File: config.mk
export PLATFORM = sky130hd
export DESIGN_NAME = agc_ctrl
export DESIGN_NICKNAME = d
export VERILOG_FILES = /design/src/rtl/agc_pkg.sv /design/src/rtl/agc_sat_cnt.sv /design/src/rtl/agc_ctrl.sv
export SDC_FILE = /design/constraint.sdc
export NUM_CORES = 1
export LEC_CHECK = 0
export CAP_MARGIN = 20
export CORE_ASPECT_RATIO = 1.1
export CORE_MARGIN = 2
export CORE_UTILIZATION = 50
export DETAILED_ROUTE_END_ITERATION = 12
export PLACE_DENSITY = 0.75
export SYNTH_ARGS = -nofsm -noshare
export SYNTH_HDL_FRONTEND = slang
export SYNTH_SLANG_ARGS = --single-unit
File: constraint.sdc
create_clock -name clk_i -period 8.2 [get_ports clk_i]
set_clock_uncertainty 0.1 [all_clocks]
set_input_delay 1.64 -clock clk_i [delete_from_list [all_inputs] [get_ports clk_i]]
set_output_delay 1.64 -clock clk_i [all_outputs]
set_load 0.05 [all_outputs]
File: src/rtl/agc_pkg.sv
// Shared types and constants for the AGC control block.
// Latency: n/a (declarations only).
// Backpressure: n/a.
package agc_pkg;

    // Measurement sequencer states.
    typedef enum logic [1:0] {
        ST_IDLE,
        ST_SETTLE,
        ST_COUNT,
        ST_DONE
    } agc_state_t;

    // Unity gain in Q12 on the 17-bit scale path.
    localparam logic [16:0] SCALE_UNITY = 17'd4096;

    // Cycles the DSP needs after an apply before its gt/lt flags are meaningful.
    localparam int SETTLE_DEFAULT = 6;

endpackage

File: src/rtl/agc_sat_cnt.sv
// Saturating event counter: counts inc_i cycles, sticks at all-ones, clr_i zeroes.
// Latency: count updates one cycle after inc_i/clr_i.
// Backpressure: none; clr_i has priority over inc_i.
//
// Ports: clk_i/rst_i clock and async active-high reset; clr_i synchronous clear;
//        inc_i count enable; cnt_o current count.
module agc_sat_cnt #(
    parameter int W = 24
) (
    input  logic         clk_i,
    input  logic         rst_i,
    input  logic         clr_i,
    input  logic         inc_i,
    output logic [W-1:0] cnt_o
);

    always_ff @(posedge clk_i or posedge rst_i) begin
        if (rst_i) begin
            cnt_o <= '0;
        end else if (clr_i) begin
            cnt_o <= '0;
        end else if (inc_i && (cnt_o != {W{1'b1}})) begin
            cnt_o <= cnt_o + W'(1);
        end
    end

endmodule

File: src/rtl/agc_ctrl.sv
// AGC control: stages scale/offset for a two-stage DSP, sequences applies, measures gt/lt windows.
// Latency: writes visible (ce pulse) next cycle; apply issues one cycle after the last ce-producing write.
// Backpressure: none; apply requests are latched and merged, start_i is ignored while busy.
//
// Ports: clk_i/rst_i clock and async active-high reset.
//        scale_wr_i/scale_dat_i, offset_wr_i/offset_dat_i stage first-stage values (ce_*_o pulses).
//        apply_req_i requests apply_o (second-stage capture); pending_o = staged but not applied.
//        start_i/window_i start a measurement; gt_i/lt_i DSP flags; busy_o, done_o, gt_cnt_o, lt_cnt_o results.
module agc_ctrl #(
    parameter int OFFSET_BITS = 12,
    parameter int CNT_BITS    = 24,
    parameter int SETTLE      = agc_pkg::SETTLE_DEFAULT
) (
    input  logic                   clk_i,
    input  logic                   rst_i,
    input  logic                   scale_wr_i,
    input  logic [16:0]            scale_dat_i,
    input  logic                   offset_wr_i,
    input  logic [OFFSET_BITS-1:0] offset_dat_i,
    input  logic                   apply_req_i,
    input  logic                   start_i,
    input  logic [CNT_BITS-1:0]    window_i,
    input  logic                   gt_i,
    input  logic                   lt_i,
    output logic [16:0]            scale_o,
    output logic [OFFSET_BITS-1:0] offset_o,
    output logic                   ce_scale_o,
    output logic                   ce_offset_o,
    output logic                   apply_o,
    output logic                   pending_o,
    output logic                   busy_o,
    output logic                   done_o,
    output logic [CNT_BITS-1:0]    gt_cnt_o,
    output logic [CNT_BITS-1:0]    lt_cnt_o
);
    import agc_pkg::*;

    localparam int SET_W = (SETTLE > 1) ? $clog2(SETTLE) : 1;

    // ---------------------------------------------------------------
    // Staging and apply sequencing
    // ---------------------------------------------------------------
    logic wr_any;
    logic apply_lat;
    logic init_apply;
    logic apply_want;
    logic apply_issue;

    assign wr_any      = scale_wr_i | offset_wr_i;
    // init_apply makes the second stage pick up the reset values right after reset.
    assign apply_want  = apply_lat | apply_req_i | init_apply;
    // A write this cycle means a ce pulse next cycle; hold the apply so the
    // second stage never samples in the same cycle the first stage is loading.
    assign apply_issue = apply_want & ~wr_any;

    always_ff @(posedge clk_i or posedge rst_i) begin
        if (rst_i) begin
            scale_o     <= SCALE_UNITY;
            offset_o    <= '0;
            ce_scale_o  <= 1'b0;
            ce_offset_o <= 1'b0;
            apply_o     <= 1'b0;
            pending_o   <= 1'b0;
            apply_lat   <= 1'b0;
            init_apply  <= 1'b1;
        end else begin
            ce_scale_o  <= scale_wr_i;
            ce_offset_o <= offset_wr_i;
            if (scale_wr_i) begin
                scale_o <= scale_dat_i;
            end
            if (offset_wr_i) begin
                offset_o <= offset_dat_i;
            end
            apply_o    <= apply_issue;
            // Deferred requests (including the post-reset one) merge here.
            apply_lat  <= apply_want & wr_any;
            init_apply <= 1'b0;
            // A fresh write wins over an apply that lands in the same cycle.
            if (wr_any) begin
                pending_o <= 1'b1;
            end else if (apply_o) begin
                pending_o <= 1'b0;
            end
        end
    end

    // ---------------------------------------------------------------
    // Measurement sequencer
    // ---------------------------------------------------------------
    agc_state_t          state;
    logic [SET_W-1:0]    settle_cnt;
    logic [CNT_BITS-1:0] win_q;
    logic [CNT_BITS-1:0] win_cnt;
    logic [CNT_BITS-1:0] gt_cnt;
    logic [CNT_BITS-1:0] lt_cnt;

    always_ff @(posedge clk_i or posedge rst_i) begin
        if (rst_i) begin
            state      <= ST_IDLE;
            settle_cnt <= '0;
            win_q      <= '0;
            win_cnt    <= '0;
            busy_o     <= 1'b0;
            done_o     <= 1'b0;
            gt_cnt_o   <= '0;
            lt_cnt_o   <= '0;
        end else begin
            done_o <= 1'b0;
            case (state)
                ST_IDLE: begin
                    if (start_i) begin
                        state      <= ST_SETTLE;
                        settle_cnt <= '0;
                        win_q      <= window_i;
                        busy_o     <= 1'b1;
                    end
                end
                ST_SETTLE: begin
                    // Settling is timed from the most recent apply.
                    if (apply_o) begin
                        settle_cnt <= '0;
                    end else if (settle_cnt == SET_W'(SETTLE - 1)) begin
                        win_cnt <= '0;
                        if (win_q == '0) begin
                            state  <= ST_DONE;
                            busy_o <= 1'b0;
                        end else begin
                            state <= ST_COUNT;
                        end
                    end else begin
                        settle_cnt <= settle_cnt + SET_W'(1);
                    end
                end
                ST_COUNT: begin
                    // A new apply invalidates everything measured so far.
                    if (apply_o) begin
                        state      <= ST_SETTLE;
                        settle_cnt <= '0;
                    end else if (win_cnt == win_q - CNT_BITS'(1)) begin
                        state  <= ST_DONE;
                        busy_o <= 1'b0;
                    end else begin
                        win_cnt <= win_cnt + CNT_BITS'(1);
                    end
                end
                ST_DONE: begin
                    gt_cnt_o <= gt_cnt;
                    lt_cnt_o <= lt_cnt;
                    done_o   <= 1'b1;
                    state    <= ST_IDLE;
                end
                default: begin
                    state  <= ST_IDLE;
                    busy_o <= 1'b0;
                end
            endcase
        end
    end

    // Counters are held at zero throughout SETTLE so every COUNT starts clean.
    logic cnt_clr;
    logic in_count;
    assign cnt_clr  = (state == ST_SETTLE);
    assign in_count = (state == ST_COUNT);

    agc_sat_cnt #(.W(CNT_BITS)) u_gt_cnt (
        .clk_i (clk_i),
        .rst_i (rst_i),
        .clr_i (cnt_clr),
        .inc_i (in_count & gt_i),
        .cnt_o (gt_cnt)
    );

    agc_sat_cnt #(.W(CNT_BITS)) u_lt_cnt (
        .clk_i (clk_i),
        .rst_i (rst_i),
        .clr_i (cnt_clr),
        .inc_i (in_count & lt_i),
        .cnt_o (lt_cnt)
    );

endmodule

# Word-level counts from Yosys, hierarchy flattened
# Index checks and enable logic that the tools add are counted.
[classes]
addsub = 5
mul = 0
div = 0
magnitude_cmp = 0
n_eq_ne = 17
n_shift = 0
muxes = 31
n_bitwise = 8
n_reduce_logical = 14
[op_table]
columns = ["cell", "count"]
rows = [
  ["$mux W24", 8],
  ["$add A24 B1 Y24 const B", 3],
  ["$ne A24 B24 Y1 const B", 2],
  ["$pmux W24 S2", 1],
  ["$eq A24 B24 Y1", 1],
  ["$logic_not A24 Y1", 1],
  ["$sub A24 B1 Y24 const B", 1],
  ["$mux W3", 4],
  ["$mux W1", 10],
  ["$mux W2", 5],
  ["$ne A2 B2 Y1 const B", 5],
  ["$pmux W3 S3", 1],
  ["$pmux W2 S4", 1],
  ["$reduce_and A4 Y1", 2],
  ["$reduce_bool A2 Y1", 4],
  ["$reduce_and A7 Y1", 1],
  ["$ne A2 B1 Y1 const B", 3],
  ["$reduce_and A5 Y1", 1],
  ["$and A1 B1 Y1", 4],
  ["$eq A2 B2 Y1 const B", 2],
  ["$add A3 B1 Y3 const B", 1],
  ["$eq A3 B3 Y1 const B", 1],
  ["$ne A3 B2 Y1 const B", 1],
  ["$ne A3 B3 Y1 const B", 1],
  ["8 further kinds", 11],
]
[word_totals]
regBits = 186
latchBits = 0
ram_bits = 0
romBits = 0
n_memories = 0

# Logic depth before layout (Yosys ltp)
# Gate-level depths: netlist of run 1.
[logic_depth]
word_depth = 5
ltp_mapped = 13
ltp_nobuf = 10

# Cells and area by module
# Synthesis of run 1 repeated with hierarchy kept, for this count alone.
[unflattened]
hier_cells = 836
hier_area_um2 = 9260.1
[modules_own_cells]
columns = ["mod", "instances", "cells_per_inst", "area_each_um2", "seq_area_each_um2"]
rows = [
  ["agc_ctrl", 1, 556, 6645.1, 3455.8],
  ["agc_sat_cnt", 2, 140, 1307.5, 600.6],
]

# Worst setup path after synthesis of run 1
# Ideal clock, no wire load.
[synth_path]
path_type = "input to register"
startpoint = "in lt_i"
endpoint = "reg u_lt_cnt.cnt_o[23]"
setup_ps = 132
arrival_time_ps = 3101
slack_ps = 4867
stages = 6
n_path_buf = 0
cell_sequence = "nand2_1 -> a311oi_1 -> nor3b_1 -> nand2_1 -> xnor2_1 -> nor2b_1"
[synth_between]
elab_chain_cells = 3
[synth_rtl]
columns = ["item", "line_no", "text"]
rows = [
  ["start, declared", "agc_ctrl.sv:24", "input logic lt_i,"],
  ["$and A1 B1 Y1", "agc_ctrl.sv:179", ".inc_i (in_count & lt_i),"],
  ["$logic_and A1 B1 Y1", "agc_sat_cnt.sv:22", "end else if (inc_i && (cnt_o != {W{1'b1}})) begin"],
  ["$reduce_bool A2 Y1 (no source line)", "--", ""],
  ["end signal, assigned", "agc_sat_cnt.sv:23", "cnt_o <= cnt_o + W'(1);"],
  ["end, declared", "agc_sat_cnt.sv:14", "output logic [W-1:0] cnt_o"],
]
# No other way between the ends.
# A chain may end at the register's enable or synchronous reset.

# Worst setup path in the final report of run 1
[layout_path]
startpoint = "reg win_q[0]"
endpoint = "reg state[0]"
[layout_between]
elab_chain_cells = 5
[layout_rtl]
columns = ["item", "line_no", "text"]
rows = [
  ["start, declared", "agc_ctrl.sv:93", "logic [CNT_BITS-1:0] win_q;"],
  ["start signal, assigned", "agc_ctrl.sv:115", "win_q <= window_i;"],
  ["parallel branches: the longest is 5 deep, another holds $sub A24 B1 Y24", "--", ""],
  ["end signal, assigned", "agc_ctrl.sv:113", "state <= ST_SETTLE;"],
  ["end signal, assigned", "agc_ctrl.sv:126", "state <= ST_DONE;"],
  ["end signal, assigned", "agc_ctrl.sv:129", "state <= ST_COUNT;"],
  ["end, declared", "agc_ctrl.sv:91", "agc_state_t state;"],
]
# Parallel ways; which one is timed is not known. The select of a mux whose other input is x is not followed.

==> results of run 1 <==
[state kept, by name, indices dropped and copies added (netlist names)]
signal and flops:
scale_o 17, apply_lat 1, gt_cnt_o 24, init_apply 1
win_cnt 24, done_o 1, settle_cnt 3, state 2
offset_o 12, pending_o 1, u_gt_cnt.cnt_o 24, lt_cnt_o 24
apply_o 1, ce_scale_o 1, win_q 24, ce_offset_o 1
busy_o 1, u_lt_cnt.cnt_o 24
[worst min-delay path by stage]
stage,start,endpoint,slack [ns],cells after the start
after detailed placement,scale_o[15],scale_o[15],0.40,1
after global placement,scale_o[3],scale_o[3],0.39,1
after global routing,offset_o[4],offset_o[4],0.42,1
after CTS,lt_cnt_o[21],lt_cnt_o[21],0.41,1
final,lt_cnt_o[21],lt_cnt_o[21],0.41,1
after floorplan,win_cnt[23],win_cnt[23],0.37,1
[area by class of cell]
type / count / area (sq um)
inverters: 22 / 90.1
clock inverters: 15 / 201
repair buffers: 146 / 1450
fillers: 1372 / 6460
well taps: 238 / 298
multi-input cells: 579 / 4220
flip-flops and latches: 186 / 4660
clock buffers: 17 / 425
[worst max-delay path, stage by stage (launching register included)]
cell and delay [ns]:
dfrtp_1 0.44, inv_1 0.10, ha_1 0.19, nor3b_2 0.47, nand4_1 0.35, or2_1 0.36, o211a_1 0.24, a211oi_1 0.35
o2111ai_2 0.52, a2111oi_0 0.55, a21oi_1 0.08
[where the power goes]
part | internal, mW | switching, mW | total (mW)
clock network | 0.442 | 0.404 | 0.846
registers | 1.03 | 0.169 | 1.20
logic | 0.353 | 0.464 | 0.817
[per-stage QoR]
stage                     instances  hold WS (ns)  setup WS, ns
after floorplan                 826         0.366          1.41
after global placement         1171         0.388          4.07
after detailed placement       1171         0.395          3.96
after CTS                      1203         0.411          4.35
after global routing           1203         0.421          3.96
final                          1203         0.408          4.30
[layer usage]
metal / GRT usage, % / share of wire [%] / up-vias
li1: - / - / 3199
met4: 7.74 / 2.3 / 0
met1: 27.5 / 43 / 3313
met2: 36.1 / 50 / 163
met5: 0 / 0 / -
met3: 4.91 / 4.5 / 37
[kinds of logic after synthesis]
group                      Yosys count  share of synthesized area [%]
and+or+nand+nor                    287                           16.7
buffers and inverters               61                           3.02
other                                1                         0.0410
adders and majority gates           12                           1.64
xor gates and xnor gates            74                           7.09
DFF                                186                           50.9
muxes                              117                           14.2
AOI/OAI and AO/OA                   88                           6.42
[cells in the mapped netlist (all sizes together) (11+ instances only)]
| cell | number | area, sq um |
|---|---|---|
| a21oi | 23 | 115 |
| and3 | 14 | 87.6 |
| buf | 12 | 92.6 |
| clkbuf | 27 | 101 |
| dfrtp | 184 | 4600 |
| ha | 12 | 150 |
| inv | 22 | 82.6 |
| mux2 | 102 | 1150 |
| mux2i | 15 | 150 |
| nand2 | 53 | 199 |
| nand3 | 30 | 150 |
| nand4 | 27 | 169 |
| nor2 | 69 | 259 |
| nor3 | 19 | 100 |
| o21ai | 23 | 115 |
| o31ai | 11 | 82.6 |
| or4 | 17 | 139 |
| xnor2 | 35 | 307 |
| xor2 | 39 | 342 |
==> impl_metrics.json, run 1 <==
{
  "status": "finished clean",
  "hold_class": "reg -> reg",
  "cts_buffer_depth": 2,
  "grt_use_total_pct": 21.6,
  "post_dp_cell_area_sq_mm": 0.0107,
  "final_area_sq_mm": 0.0113,
  "ctsResizeCount": 0,
  "htreeDepth": 4,
  "finalPower_mw": 2.86,
  "clk_latency_ns": 0.43,
  "postCtsSetupBuffers": 0,
  "routedWlPerCell_microns": 17.1,
  "fp.dieH_microns": 146,
  "hold_violations": 0,
  "final_cell_mix": "dfrtp_1 (184), clkdlybuf4s50_1 (143), mux2_2 (102)",
  "routed_wl_microns": 20600,
  "r2r_slack_ns": 4.30,
  "start_util_pct": 51.4,
  "synthesis.nets": 899,
  "synthesis.instances": 826,
  "clk_pin_slew_worst_paths_ns": 0.08,
  "vias_per_cell": 5.58,
  "coreArea_sq_mm": 0.0178,
  "async_flop_share_pct": 100,
  "yosysSeqAreaShare_pct": 50.9,
  "overflow": 0,
  "tns_ns": 0,
  "grt_max_degree": 110,
  "cap_violations": 0,
  "synth_cell_types": 62,
  "syn-mean-instance-area_sq_um": 11.1,
  "finish.utilization_pct": 63.7,
  "drt_first_pass_iters": 5,
  "crit_path_end_kind": "flop",
  "ys.flop_type": "dfrtp_1",
  "r2r_start": "win_q[0]",
  "layout_min_cycle_time_ns": 3.90,
  "timing.final.crit_share_pct": 47.5,
  "ys_warn_count": 0,
  "die_area_sq_mm": 0.0194,
  "die_w_microns": 133,
  "setup_viol": 0,
  "synth_edf_count": 0,
  "worst_pin_slew_ns": 1.06,
  "critPathLaunch": "win_q[0]",
  "crit_fanout": 16,
  "rsz0062_at_grt": "no",
  "grt_pass1_vias": 6729,
  "ys_ff_latch": 186,
  "maxSlewViolCount": 0,
  "drtIter0Drc": 430,
  "ios": 144,
  "layout.cells.most_common": "dfrtp_1",
  "dp_hpwl_microns": 14100,
  "drc_errors": 0,
  "drive_gt1_share_pct": 16.3,
  "clockRootBuffer": "clkbuf_16",
  "dr_total_vias": 6712,
  "fmax_ghz": 0.257,
  "tritoncts": "built",
  "relSlewSlack_pct": 29.1,
  "endpoint": "state[0]",
  "power_leakage_nw": 4.84,
  "holdBufCountCts": 0,
  "r2r_end": "state[0]",
  "cts_sinks": 186,
  "irDropWorstVdd_mv": 0.164,
  "antenna_cells": 0,
  "drtAntennaViolNets": 0,
  "grt_pass1_wl_microns": 33700,
  "io_buffers": 143,
  "antenna_found_initial": 1,
  "critPathKind": "reg -> reg",
  "arrival_ns": 4.10,
  "start_kind": "flop",
  "reg2regPathDepth": 10,
  "power_density_mw_per_mm2": 252,
  "placementRows": 51,
  "cts_made_buffers": 17,
  "area_growth_pct": 24.0,
  "netlist_area_sq_mm": 0.00915,
  "place_congestion": 0.886,
  "worstPathRequired_ns": 8.40,
  "layout.nets": 1025
}
Power figures use the tool's default switching activity.
==> run 2, diff against run 1 <==
--- a/config.mk
+++ b/config.mk
@@ -8,9 +8,9 @@
 export CAP_MARGIN = 20
 export CORE_ASPECT_RATIO = 1.1
 export CORE_MARGIN = 2
-export CORE_UTILIZATION = 50
+export CORE_UTILIZATION = 49
 export DETAILED_ROUTE_END_ITERATION = 12
-export PLACE_DENSITY = 0.75
+export PLACE_DENSITY = 0.77
 export SYNTH_ARGS = -nofsm -noshare
 export SYNTH_HDL_FRONTEND = slang
 export SYNTH_SLANG_ARGS = --single-unit
==> constraint.sdc (replaced) <==
create_clock -name clk_i -period 3.2 [get_ports clk_i]
set_clock_uncertainty 0.1 [all_clocks]
set_input_delay 0.64 -clock clk_i [delete_from_list [all_inputs] [get_ports clk_i]]
set_output_delay 0.64 -clock clk_i [all_outputs]
set_load 0.05 [all_outputs]
==> impl_metrics.json, run 2 (synthesized netlist as in run 1, its figures left out) <==
{
  "routedWlPerCell_microns": 17.3,
  "reg2regPathDepth": 10,
  "place_ws_ns": -0.139,
  "vias_per_cell": 5.55,
  "start_util_pct": 49.9,
  "arrival_ns": 3.47,
  "clk_pin_slew_worst_paths_ns": 0.08,
  "drc_errors": 0,
  "fp.dieH_microns": 147,
  "place_congestion": 0.861,
  "fmax_ghz": 0.306,
  "worstPathRequired_ns": 3.40,
  "hold_class": "reg -> reg",
  "setup_viol": 14,
  "sw_frac_of_total_pct": 36.8,
  "drtAntennaViolNets": 0,
  "coreArea_sq_mm": 0.0183,
  "cpMostUsedCell": "buf_4",
  "internal-power_mw": 4.98,
  "dr_total_vias": 7062,
  "pwr-share-seq_pct": 36.9,
  "hold-path-endpoint": "apply_lat",
  "cts_made_buffers": 17,
  "placementRows": 52,
  "clockRootBuffer": "clkbuf_16",
  "finalPower_mw": 7.88,
  "p_comb_share_pct": 36.7,
  "status": "finished with violations",
  "setup_ws_ns": -0.0647,
  "grt_max_degree": 113,
  "crit_fanout": 4,
  "antenna_found_initial": 0,
  "overflow": 0,
  "layout_min_cycle_time_ns": 3.26,
  "start_kind": "flop",
  "final_area_sq_mm": 0.0120,
  "slowest_delay_ns": 0.59,
  "clk_latency_ns": 0.43,
  "cts_sinks": 186,
  "hold_violations": 0,
  "drt_first_pass_iters": 4,
  "layout.cells.most_common": "dfrtp_1",
  "cts_buffer_depth": 2,
  "dp_hpwl_microns": 15100,
  "die_w_microns": 134,
  "grt_use_total_pct": 22.8,
  "r2r_end": "state[0]",
  "ios": 144,
  "irDropWorstVdd_mv": 0.538,
  "layout.nets": 1089,
  "routed_wl_microns": 22000,
  "crit_path_cell_trace": "or4_4 -> buf_4 -> nor4_2 -> a222oi_1 -> buf_4 -> nor4_4 -> o2111ai_2 -> buf_4 -> a2111oi_4 -> a21oi_1",
  "timing.final.crit_share_pct": 102,
  "hold_depth": 2,
  "final_cells": 1272,
  "r2r_slack_ns": -0.06,
  "post_dp_cell_area_sq_mm": 0.0112,
  "power_density_mw_per_mm2": 654,
  "power_frac_clock_pct": 26.4,
  "min_from": "apply_lat",
  "nFillCells": 1445,
  "grt_pass1_vias": 7071,
  "finish.utilization_pct": 65.7,
  "drive_gt1_share_pct": 24.6,
  "tritoncts": "built",
  "final_cell_mix": "dfrtp_1 (184), clkdlybuf4s50_1 (143), mux2_2 (102)",
  "area_growth_pct": 31.7,
  "critPathKind": "reg -> reg",
  "die_area_sq_mm": 0.0198,
  "antenna_cells": 0,
  "cpMaxStageDelayCell": "or4_4",
  "drtIter0Drc": 494,
  "cap_violations": 0,
  "relSlewSlack_pct": 44.0,
  "critPathLaunch": "win_q[7]",
  "crit_path_end_kind": "flop",
  "maxSlewViolCount": 0,
  "htreeDepth": 4,
  "placed_cells": 1234,
  "r2r_start": "win_q[7]",
  "grt_pass1_wl_microns": 36100,
  "io_buffers": 143,
  "worst_pin_slew_ns": 0.838,
  "p_switching_mw": 2.90,
  "rsz0062_at_grt": "yes",
  "power_leakage_nw": 5.17,
  "violations": "negative setup slack"
}
==> run 2: metrics by stage <==
stage / TNS, ns / hold slack (ns)
2_1_floorplan: 0 / 0.366
3_3_place_gp: -0.370 / 0.383
3_5_place_dp: -1.27 / 0.395
4_1_cts: -0.0229 / 0.411
5_1_grt: -1.57 / 0.423
6_report: -0.414 / 0.407
==> run 2: what timing repair did <==
| action | 4_1_cts | 5_1_grt |
|---|---|---|
| setup endpoints to repair | 24 | 26 |
| pin swaps | 7 | 21 |
| gates cloned | 2 | 0 |
| hold endpoints to repair | 0 | 0 |
| buffers inserted | 0 | 4 |
| hold buffers | 0 | 0 |
| resized for setup | 15 | 37 |
==> run 2: layout make-up <==
cell class | instances | area [sq um] | share of cell area, %
Clock buffer | 18 | 429 | 3.56
Clock inverter | 14 | 156 | 1.30
Inverter | 22 | 86.3 | 0.717
Multi-Input combinational cell | 581 | 4450 | 36.9
Sequential cell | 186 | 4660 | 38.7
Tap cell | 243 | 304 | 2.52
Timing Repair Buffer | 208 | 1960 | 16.3
==> run 2: power by group through the flow <==
stage	registers, mW	clock network [mW]	logic, mW
after floorplan	3.14	0	1.51
after global placement	2.93	0	2.65
after detailed placement	2.93	0	2.68
after CTS	2.90	2.12	2.75
after global routing	2.95	2.21	3.15
final	2.91	2.08	2.90
==> run 2: critical path: cells and delay by family, from the launching register on <==
kind | cells | cell delay (ns)
flip-flops | 1 | 0.39
AO/OA/AOI/OAI | 4 | 0.78
buffers and inverters | 3 | 0.56
AND/OR/NAND/NOR | 3 | 1.32
==> run 2: worst max path at each step <==
| stage | endpoint | depth (start not counted) | slack (ns) |
|---|---|---|---|
| 5_1_grt | win_cnt[16] | 8 | -0.13 |
| 2_1_floorplan | win_cnt[12] | 12 | 0.002 |
| 3_3_place_gp | win_cnt[16] | 10 | -0.11 |
| 3_5_place_dp | win_cnt[16] | 10 | -0.14 |
| 4_1_cts | win_cnt[16] | 8 | -0.02 |
| 6_report | state[0] | 10 | -0.06 |
==> run 2: routing by layer <==
layer	wire length (microns)	part of all wire, %	global-route usage [%]
met1	9490	43	29.7
met2	11100	50	38.5
met3	995	4.5	4.62
met4	468	2.1	7.16
met5	0	0	0
